$ cat config.mk
export PLATFORM = sky130hd
export DESIGN_NAME = axi_lite_slave_regs
export DESIGN_NICKNAME = d
export VERILOG_FILES = /design/src/rtl/axi_lite_pkg.sv /design/src/rtl/axi_lite_slave_decode.sv /design/src/rtl/axi_lite_slave_regs.sv
export SDC_FILE = /design/constraint.sdc
export NUM_CORES = 1
export LEC_CHECK = 0
export ABC_CLOCK_PERIOD_IN_PS = 6700
export BUFFER_PORTS_ARGS = -buffer_cell sky130_fd_sc_hd__buf_2
export CORE_AREA = 2 2 266 268
export CTS_CLUSTER_SIZE = 10
export DETAILED_ROUTE_END_ITERATION = 12
export DIE_AREA = 0 0 268 270
export HOLD_SLACK_MARGIN = 0.05
export PLACE_DENSITY = 0.71
export SETUP_SLACK_MARGIN = 0.5
export SYNTH_ARGS = -nofsm -noshare
export SYNTH_HDL_FRONTEND = slang
export SYNTH_HIERARCHICAL = 1
export SYNTH_SLANG_ARGS = --single-unit
$ cat constraint.sdc
create_clock -name S_AXI_ACLK -period 6.7 [get_ports S_AXI_ACLK]
set_input_delay 1.34 -clock S_AXI_ACLK [delete_from_list [all_inputs] [get_ports S_AXI_ACLK]]
set_output_delay 1.34 -clock S_AXI_ACLK [all_outputs]
set_load 0.05 [all_outputs]
$ cat src/rtl/axi_lite_pkg.sv
// Shared constants, types and helpers for the AXI4-Lite register slave.
package axi_lite_pkg;

    localparam logic [1:0] RESP_OKAY   = 2'b00;
    localparam logic [1:0] RESP_SLVERR = 2'b10;

    typedef enum logic {
        RD_IDLE = 1'b0,
        RD_DATA = 1'b1
    } rd_state_t;

    // Ceiling log2, used to size the register index from the register count.
    function automatic int clog2(input int value);
        int result;
        int v;
        result = 0;
        v = value - 1;
        while (v > 0) begin
            result = result + 1;
            v = v >> 1;
        end
        return result;
    endfunction

endpackage

$ cat src/rtl/axi_lite_slave_decode.sv
// Address decoder: rebases a byte address onto the register bank, flags
// whether it lands inside the bank and extracts the word index.
module axi_lite_slave_decode
    import axi_lite_pkg::*;
#(
    parameter int                ADDR_W    = 32,
    parameter int                NUM_REGS  = 16,
    parameter logic [ADDR_W-1:0] BASE_ADDR = '0,
    parameter int                IDX_W     = clog2(NUM_REGS)
) (
    input  logic [ADDR_W-1:0] addr,
    output logic              hit,
    output logic [IDX_W-1:0]  index,
    output logic [1:0]        resp
);

    localparam logic [ADDR_W-1:0] SPAN = ADDR_W'(NUM_REGS * 4);

    logic [ADDR_W-1:0] offset;

    // Unsigned subtract wraps addresses below the base to huge offsets, so a
    // single compare covers both sides of the window; byte lanes are ignored.
    always_comb begin
        offset = addr - BASE_ADDR;
        hit    = (offset < SPAN);
        index  = offset[IDX_W+1:2];
        resp   = hit ? RESP_OKAY : RESP_SLVERR;
    end

endmodule

$ cat src/rtl/axi_lite_slave_regs.sv
// AXI4-Lite slave exposing a bank of 32-bit read/write registers, with the
// register contents and per-register write strobes exported to fabric.
module axi_lite_slave_regs
    import axi_lite_pkg::*;
#(
    parameter int                            C_S_AXI_ADDR_WIDTH = 32,
    parameter int                            C_S_AXI_DATA_WIDTH = 32,
    parameter int                            C_NUM_REGS         = 16,
    parameter logic [C_S_AXI_ADDR_WIDTH-1:0] C_BASE_ADDR        = 32'hC7000000
) (
    input  logic                                   S_AXI_ACLK,
    input  logic                                   S_AXI_ARESETN,
    input  logic [C_S_AXI_ADDR_WIDTH-1:0]          S_AXI_AWADDR,
    input  logic [2:0]                             S_AXI_AWPROT,
    input  logic                                   S_AXI_AWVALID,
    output logic                                   S_AXI_AWREADY,
    input  logic [C_S_AXI_DATA_WIDTH-1:0]          S_AXI_WDATA,
    input  logic [C_S_AXI_DATA_WIDTH/8-1:0]        S_AXI_WSTRB,
    input  logic                                   S_AXI_WVALID,
    output logic                                   S_AXI_WREADY,
    output logic [1:0]                             S_AXI_BRESP,
    output logic                                   S_AXI_BVALID,
    input  logic                                   S_AXI_BREADY,
    input  logic [C_S_AXI_ADDR_WIDTH-1:0]          S_AXI_ARADDR,
    input  logic [2:0]                             S_AXI_ARPROT,
    input  logic                                   S_AXI_ARVALID,
    output logic                                   S_AXI_ARREADY,
    output logic [C_S_AXI_DATA_WIDTH-1:0]          S_AXI_RDATA,
    output logic [1:0]                             S_AXI_RRESP,
    output logic                                   S_AXI_RVALID,
    input  logic                                   S_AXI_RREADY,
    output logic [C_NUM_REGS*C_S_AXI_DATA_WIDTH-1:0] oRegs,
    output logic [C_NUM_REGS-1:0]                  oWrPulse
);

    localparam int ADDR_W = C_S_AXI_ADDR_WIDTH;
    localparam int DATA_W = C_S_AXI_DATA_WIDTH;
    localparam int STRB_W = C_S_AXI_DATA_WIDTH / 8;
    localparam int IDX_W  = clog2(C_NUM_REGS);

    logic              ready_en;
    logic              aw_held;
    logic              w_held;
    logic [ADDR_W-1:0] aw_addr_q;
    logic [DATA_W-1:0] w_data_q;
    logic [STRB_W-1:0] w_strb_q;
    logic              bvalid;
    logic [1:0]        bresp;
    logic [C_NUM_REGS-1:0] wr_pulse;
    logic [DATA_W-1:0] regs [C_NUM_REGS];

    logic              aw_ready;
    logic              w_ready;
    logic              aw_hs;
    logic              w_hs;
    logic              commit;
    logic [ADDR_W-1:0] wr_addr;
    logic [DATA_W-1:0] wr_data;
    logic [STRB_W-1:0] wr_strb;
    logic              wr_hit;
    logic [IDX_W-1:0]  wr_idx;
    logic [1:0]        wr_resp;

    rd_state_t         rd_state;
    logic              ar_ready;
    logic              ar_hs;
    logic              rd_hit;
    logic [IDX_W-1:0]  rd_idx;
    logic [1:0]        rd_resp;
    logic [DATA_W-1:0] rdata;
    logic [1:0]        rresp;
    logic              rvalid;

    logic              unused_prot;
    assign unused_prot = ^{S_AXI_AWPROT, S_AXI_ARPROT};

    // Write side accepts address and data independently until a response is pending.
    assign aw_ready = ready_en & ~aw_held & ~bvalid;
    assign w_ready  = ready_en & ~w_held  & ~bvalid;
    assign aw_hs    = S_AXI_AWVALID & aw_ready;
    assign w_hs     = S_AXI_WVALID  & w_ready;
    assign commit   = (aw_hs | aw_held) & (w_hs | w_held);
    assign wr_addr  = aw_hs ? S_AXI_AWADDR : aw_addr_q;
    assign wr_data  = w_hs  ? S_AXI_WDATA  : w_data_q;
    assign wr_strb  = w_hs  ? S_AXI_WSTRB  : w_strb_q;

    assign ar_ready = ready_en & (rd_state == RD_IDLE);
    assign ar_hs    = S_AXI_ARVALID & ar_ready;

    axi_lite_slave_decode #(
        .ADDR_W    (ADDR_W),
        .NUM_REGS  (C_NUM_REGS),
        .BASE_ADDR (C_BASE_ADDR),
        .IDX_W     (IDX_W)
    ) u_aw_decode (
        .addr  (wr_addr),
        .hit   (wr_hit),
        .index (wr_idx),
        .resp  (wr_resp)
    );

    axi_lite_slave_decode #(
        .ADDR_W    (ADDR_W),
        .NUM_REGS  (C_NUM_REGS),
        .BASE_ADDR (C_BASE_ADDR),
        .IDX_W     (IDX_W)
    ) u_ar_decode (
        .addr  (S_AXI_ARADDR),
        .hit   (rd_hit),
        .index (rd_idx),
        .resp  (rd_resp)
    );

    // Holds the READY outputs low through reset and for the release edge itself.
    always_ff @(posedge S_AXI_ACLK) begin
        if (!S_AXI_ARESETN) begin
            ready_en <= 1'b0;
        end else begin
            ready_en <= 1'b1;
        end
    end

    // Captures AW and W, commits the byte-masked write once both are present and runs the B handshake.
    always_ff @(posedge S_AXI_ACLK) begin
        if (!S_AXI_ARESETN) begin
            for (int i = 0; i < C_NUM_REGS; i++) begin
                regs[i] <= '0;
            end
            aw_held   <= 1'b0;
            w_held    <= 1'b0;
            aw_addr_q <= '0;
            w_data_q  <= '0;
            w_strb_q  <= '0;
            bvalid    <= 1'b0;
            bresp     <= RESP_OKAY;
            wr_pulse  <= '0;
        end else begin
            wr_pulse <= '0;
            if (commit) begin
                aw_held <= 1'b0;
                w_held  <= 1'b0;
                bvalid  <= 1'b1;
                bresp   <= wr_resp;
                if (wr_hit) begin
                    wr_pulse[wr_idx] <= 1'b1;
                    for (int b = 0; b < STRB_W; b++) begin
                        if (wr_strb[b]) begin
                            regs[wr_idx][8*b +: 8] <= wr_data[8*b +: 8];
                        end
                    end
                end
            end else begin
                if (aw_hs) begin
                    aw_held   <= 1'b1;
                    aw_addr_q <= S_AXI_AWADDR;
                end
                if (w_hs) begin
                    w_held   <= 1'b1;
                    w_data_q <= S_AXI_WDATA;
                    w_strb_q <= S_AXI_WSTRB;
                end
                if (bvalid && S_AXI_BREADY) begin
                    bvalid <= 1'b0;
                end
            end
        end
    end

    // Read FSM: samples the register bank on the AR handshake (pre-write value on a same-edge commit) and holds R until accepted.
    always_ff @(posedge S_AXI_ACLK) begin
        if (!S_AXI_ARESETN) begin
            rd_state <= RD_IDLE;
            rdata    <= '0;
            rresp    <= RESP_OKAY;
            rvalid   <= 1'b0;
        end else begin
            case (rd_state)
                RD_IDLE: begin
                    if (ar_hs) begin
                        rdata    <= rd_hit ? regs[rd_idx] : '0;
                        rresp    <= rd_resp;
                        rvalid   <= 1'b1;
                        rd_state <= RD_DATA;
                    end
                end
                RD_DATA: begin
                    if (S_AXI_RREADY) begin
                        rvalid   <= 1'b0;
                        rd_state <= RD_IDLE;
                    end
                end
                default: begin
                    rd_state <= RD_IDLE;
                end
            endcase
        end
    end

    for (genvar g = 0; g < C_NUM_REGS; g++) begin : g_pack
        assign oRegs[g*DATA_W +: DATA_W] = regs[g];
    end

    assign S_AXI_AWREADY = aw_ready;
    assign S_AXI_WREADY  = w_ready;
    assign S_AXI_BVALID  = bvalid;
    assign S_AXI_BRESP   = bresp;
    assign S_AXI_ARREADY = ar_ready;
    assign S_AXI_RVALID  = rvalid;
    assign S_AXI_RDATA   = rdata;
    assign S_AXI_RRESP   = rresp;
    assign oWrPulse      = wr_pulse;

endmodule
==> results of run 1 <==
[power by group through the flow]
| stage | combinational (uW) | clock (uW) | sequential [uW] |
|---|---|---|---|
| 5_1_grt | 1320 | 3990 | 4510 |
| 6_report | 1270 | 3790 | 4500 |
| 3_3_place_gp | 1250 | 0 | 4570 |
| 3_5_place_dp | 1270 | 0 | 4580 |
| 2_1_floorplan | 544 | 0 | 4930 |
| 4_1_cts | 1270 | 3840 | 4500 |
[cell usage in the layout, fill, tap and decap left out, drive strengths merged, types with 2 or more instances in the layout]
master     n
clkinv     5
a2111oi   16
and3       2
nand2b     5
nor4b      2
nor2b      2
nand2    146
a2bb2oi   32
nor4       8
nand3      3
a21oi      9
nand4b     2
a211oi    32
nor2     559
clkbuf   131
nor3       4
inv        2
edfxtp   512
mux2      34
buf      722
dfxtp    124
o21ai     32
a22o      30
nor4bb     2
mux2i     96
mux4     128
or4        4
conb       2
[critical path, stage by stage]
cell       delay (ns)
buf_2            0.11
nor3b_4          0.90
buf_4            0.30
mux2_2           0.34
nor4_1           0.28
nand3_1          0.15
nor4_1           0.31
buf_4            0.21
nand4_1          0.40
a2111oi_4        0.62
buf_4            0.27
nand2_2          0.15
nand2_1          0.39
[sequential cells by signal (all words and copies together) (netlist names), 2 cells and up]
| register | flops |
|---|---|
| oWrPulse | 16 |
| aw_addr_q | 30 |
| w_data_q | 32 |
| w_strb_q | 4 |
| regs | 512 |
| S_AXI_BRESP | 2 |
| S_AXI_RRESP | 2 |
| S_AXI_RDATA | 32 |
[metal layers]
| metal | routed length [um] | part of all wire (%) |
|---|---|---|
| met5 | 35 | 0.037 |
| met3 | 11000 | 11 |
| met2 | 45900 | 48 |
| met4 | 3790 | 4.0 |
| met1 | 34800 | 36 |
[metrics by stage]
stage / setup WS (ns) / utilization, % / hold slack (ns) / area [um2] / total power, uW
floorplan: 1.55 / - / 0.438 / 27600 / 5470
global placement: 0.682 / 45.7 / 0.448 / 31800 / 5820
detailed placement: 0.619 / 45.7 / 0.450 / 31800 / 5850
CTS: 1.25 / 48.9 / 0.459 / 34000 / 9610
global route: 0.844 / 48.9 / 0.483 / 34000 / 9820
finish: 1.19 / 48.9 / 0.459 / 34000 / 9570
[path summary, 6_finish.rpt]
kind / end / slack (ns)
setup / recovery: regs[13][22] / 1.19
hold / removal: S_AXI_RRESP[0] / 0.46
setup reg to reg: regs[13][22] / 1.52
hold reg to reg: S_AXI_RRESP[0] / 0.46
[area by class of cell]
class / count / area, um2
tap: 940 / 1180
clock buffer: 131 / 2170
clock inverter: 6 / 81.3
sequential: 636 / 17900
inverter: 1 / 3.75
timing repair buffer: 722 / 3780
fill: 6007 / 35500
multi-input combinational: 1159 / 8950
antenna: 1 / 2.50
==> impl_metrics.py, run 1 <==
metrics = {
    "outcome": {
        "run_status": "finished, final reports clean",
    },
    "die": {
        "dieArea_um2": 72400,
        "initial_core_util_pct": 39.6,
        "die_h_um": 270,
        "ios": 682,
        "die_w_um": 268,
        "core_um2": 69500,
        "num_rows": 97,
    },
    "cts": {
        "clk_path_buf_depth": 3,
        "cts_tree": "built",
        "clock_latency_ns": 0.61,
        "path_clk_slew_ns": 0.05,
        "htreeDepth": 3,
        "cts_resized": 0,
        "hold_buffers": 0,
        "cts_setup_buffers": 0,
        "clock-root-buffer": "clkbuf_16",
        "cts_made_buffers": 75,
        "clkSinkCount": 636,
    },
    "setup_path": {
        "worst_ep_required_time_ns": 6.96,
        "cp-end-kind": "register",
        "crit_start": "S_AXI_AWVALID",
        "start_kind": "input port",
        "rr_worst_depth": 13,
        "cp_max_fo": 23,
        "timing.rr.start": "S_AXI_BVALID",
        "cp.arrival_ns": 5.77,
        "crit_type": "input port to register",
    },
    "pwr": {
        "sequentialPowerShare_pct": 47.1,
        "p_leak_uw": 0.0135,
        "comb_power_share_pct": 13.3,
        "switching_share_pct": 27.6,
        "netSwitchingPower_uw": 2640,
        "vdd_drop_max_uv": 195,
        "p_int_uw": 6920,
        "pwr-share-clk_pct": 39.6,
        "powerDensity_nw_per_um2": 281,
    },
    "sta": {
        "grt_setup_unrepaired": "false",
        "drv_slew": 0,
        "finalClockSkew_ns": 0.0296,
        "relSlewSlack_pct": 10.8,
        "setup_viol": 0,
        "hold_violations": 0,
        "post-route-min-period_ns": 5.51,
        "fin_tns_setup_ns": 0,
        "fmaxAchievable_ghz": 0.182,
        "period_share_pct": 82.2,
        "tightest_slew_ns": 1.31,
    },
    "logic_synthesis": {
        "synthCells": 1935,
        "syn_area_um2": 27600,
        "ys.warnings.count": 6,
        "syn-num-nets": 2048,
        "avgSynthCellArea_um2": 14.2,
    },
    "layout": {
        "final_cells": 3596,
        "nets": 2708,
        "drive_gt1_share_pct": 41.0,
        "area_growth_syn_to_layout_pct": 23.5,
    },
    "global_routing": {
        "grt_busiest_layer": "met2",
        "grt_max_degree": 80,
        "grtUsageMet2_pct": 41.7,
        "use_met3_pct": 7.54,
        "grt_antenna_before_repair": 4,
        "grtUsageMet1_pct": 32.5,
        "grt_pass1_wl_um": 136000,
        "grt_pass1_vias": 19700,
        "grt_overflow": 0,
        "grt_use_total_pct": 25.7,
    },
    "placed_design": {
        "gp_congestion": 0.929,
        "post-place-cells": 3458,
        "placement.io_buffers": 671,
        "dp_hpwl_um": 69400,
    },
    "run": {
        "drv_cap": 0,
    },
    "routing": {
        "firstDrtPassIters": 5,
        "vias": 20200,
        "routed_wl_um": 95500,
        "wire_per_inst_um": 26.6,
        "route.detailed.drc": 0,
        "drt_iter0_markers": 2352,
        "drtAntennaViolNets": 0,
        "vias_per_cell": 5.61,
    },
    "hold_path": {
        "min_from": "S_AXI_RRESP[0]",
        "hp-class": "register to register",
        "hold_depth": 2,
    },
}
Power figures use the tool's default switching activity.
==> run 2: changes to the inputs <==
- ABC_AREA: not set -> 1
- ABC_CLOCK_PERIOD_IN_PS: 6700 -> 4670
- CORE_AREA: 2 2 266 268 -> 2 2 265 267
- DIE_AREA: 0 0 268 270 -> 0 0 267 269
- PLACE_DENSITY: 0.71 -> 0.78
- clock period: 6.7 -> 4.67 ns (I/O delays scaled with it)
==> impl_metrics.py, run 2 <==
metrics = {
    "outcome": {
        "run_status": "finished, final reports clean",
    },
    "cts": {
        "path_clk_slew_ns": 0.05,
        "htreeDepth": 3,
        "hold_buffers": 0,
        "cts_tree": "built",
        "clock_latency_ns": 0.63,
        "clk_path_buf_depth": 3,
        "clock-root-buffer": "clkbuf_16",
        "cts_made_buffers": 76,
        "clkSinkCount": 636,
    },
    "global_routing": {
        "grt_use_total_pct": 31.5,
        "grt_overflow": 0,
        "grt_pass1_vias": 25100,
        "grt_max_degree": 159,
        "grt_antenna_before_repair": 4,
        "grt_pass1_wl_um": 164000,
    },
    "setup_path": {
        "cp-end-kind": "register",
        "start_kind": "register",
        "crit_type": "register to register",
        "worst_ep_required_time_ns": 4.95,
        "cp.arrival_ns": 4.18,
        "cp_max_fo": 28,
    },
    "die": {
        "dieArea_um2": 71800,
        "initial_core_util_pct": 43.8,
        "core_um2": 69300,
        "die_w_um": 267,
        "die_h_um": 269,
        "ios": 682,
        "num_rows": 97,
    },
    "routing": {
        "routed_wl_um": 117000,
        "drt_iter0_markers": 3866,
        "firstDrtPassIters": 6,
        "vias_per_cell": 5.37,
        "drtAntennaViolNets": 0,
        "route.detailed.drc": 0,
        "vias": 27700,
        "wire_per_inst_um": 22.7,
    },
    "pwr": {
        "p_leak_uw": 0.0176,
        "vdd_drop_max_uv": 340,
        "powerDensity_nw_per_um2": 390,
    },
    "logic_synthesis": {
        "avgSynthCellArea_um2": 8.55,
        "syn_area_um2": 30300,
        "synthCells": 3548,
        "syn-num-nets": 3661,
        "ys.warnings.count": 6,
    },
    "hold_path": {
        "hp-class": "register to register",
    },
    "sta": {
        "tightest_slew_ns": 1.34,
        "hold_violations": 0,
        "grt_setup_unrepaired": "true",
        "period_share_pct": 83.5,
        "fin_tns_setup_ns": 0,
        "setup_viol": 0,
        "finalClockSkew_ns": 0.0253,
        "fmaxAchievable_ghz": 0.256,
        "relSlewSlack_pct": 10.5,
        "hold-worst-slack_ns": 0.450,
        "drv_slew": 0,
        "post-route-min-period_ns": 3.90,
    },
    "placed_design": {
        "placement.io_buffers": 671,
        "dp_hpwl_um": 84000,
        "gp_congestion": 0.959,
    },
    "layout": {
        "largest_reg_flops": 512,
        "drive_gt1_share_pct": 22.4,
        "area_growth_syn_to_layout_pct": 21.7,
        "final_cell_mix": "nand2_1 (933), buf_2 (668), nor2_1 (567), inv_1 (542), edfxtp_1 (512)",
        "final_common_cell": "nand2_1",
        "nets": 4264,
        "largest-register": "regs",
        "fill_cells": 6188,
    },
    "run": {
        "drv_cap": 0,
    },
}
[run 2: cell types whose count changed in the layout (fill, tap and decap cells not counted), sizes merged, moves of 31 or more]
cell     before  now
a211oi       32    0
mux4        128    0
nand2       146  990
mux2         34    0
mux2i        96    0
o21ai        32   63
a2bb2oi      32    0
nand3         3  406
o22ai         1   62
inv           2  552
[run 2: stage by stage]
step	std cells	worst slack (ns)	total power, uW	util, %	cell area (um2)
global route	5155	0.481	14800	53.2	36900
detailed placement	5004	0.160	8810	49.7	34400
CTS	5145	0.518	14400	53.1	36800
floorplan	3548	1.10	8060	-	30300
global placement	5004	0.236	8780	49.7	34400
finish	5155	0.771	14400	53.2	36900
[run 2: layout make-up]
type,count,area [um2],area share [%]
Tap cell,940,1180,3.19
Clock inverter,8,139,0.376
Timing Repair Buffer,725,3860,10.5
Inverter,548,2070,5.60
Multi-Input combinational cell,2164,9600,26.0
Antenna cell,1,2.50,0.00678
Sequential cell,636,17900,48.4
Clock buffer,133,2200,5.96
[run 2: what timing repair did]
item                       CTS  global route
setup buffers                0             9
setup endpoints to repair   40           258
resized for setup            2            15
pin swaps                    0             4
[run 2: where the power goes]
| group | leakage (uW) | switching (uW) | internal, uW |
|---|---|---|---|
| sequential | 0.00629 | 140 | 6330 |
| clock | 0.00112 | 2360 | 3270 |
| combinational | 0.0101 | 1860 | 442 |
[run 2: worst max-delay path, stage by stage, from the launching register on]
cell,delay [ns]
dfxtp_1,0.31
inv_1,0.21
nor2_2,0.25
nand3_2,0.09
buf_4,0.22
o21ai_0,0.23
inv_1,0.08
nor2_1,0.18
nand2_1,0.07
nor2_1,0.10
nand2_1,0.11
nor2_1,0.32
nand3_4,0.23
nor2_2,0.30
buf_4,0.23
nand2_2,0.19
nand2_1,0.40
[run 2: path summary, 6_finish.rpt]
check / slack, ns / cells after the start / endpoint / start
max: 0.77 / 16 / regs[9][1] / ready_en
min: 0.45 / 2 / S_AXI_BRESP[1] / S_AXI_BRESP[1]
max reg2reg: 0.77 / 16 / regs[9][1] / ready_en
min reg2reg: 0.45 / 2 / S_AXI_BRESP[1] / S_AXI_BRESP[1]
[run 2: routing by layer]
layer | up-vias | global-route usage [%] | wire (um)
met2 | 2085 | 47.0 | 51100
met1 | 12800 | 40.7 | 42700
met4 | 4 | 16.0 | 6220
li1 | 12400 | - | -
met5 | - | 0 | 31
met3 | 343 | 10.8 | 17100
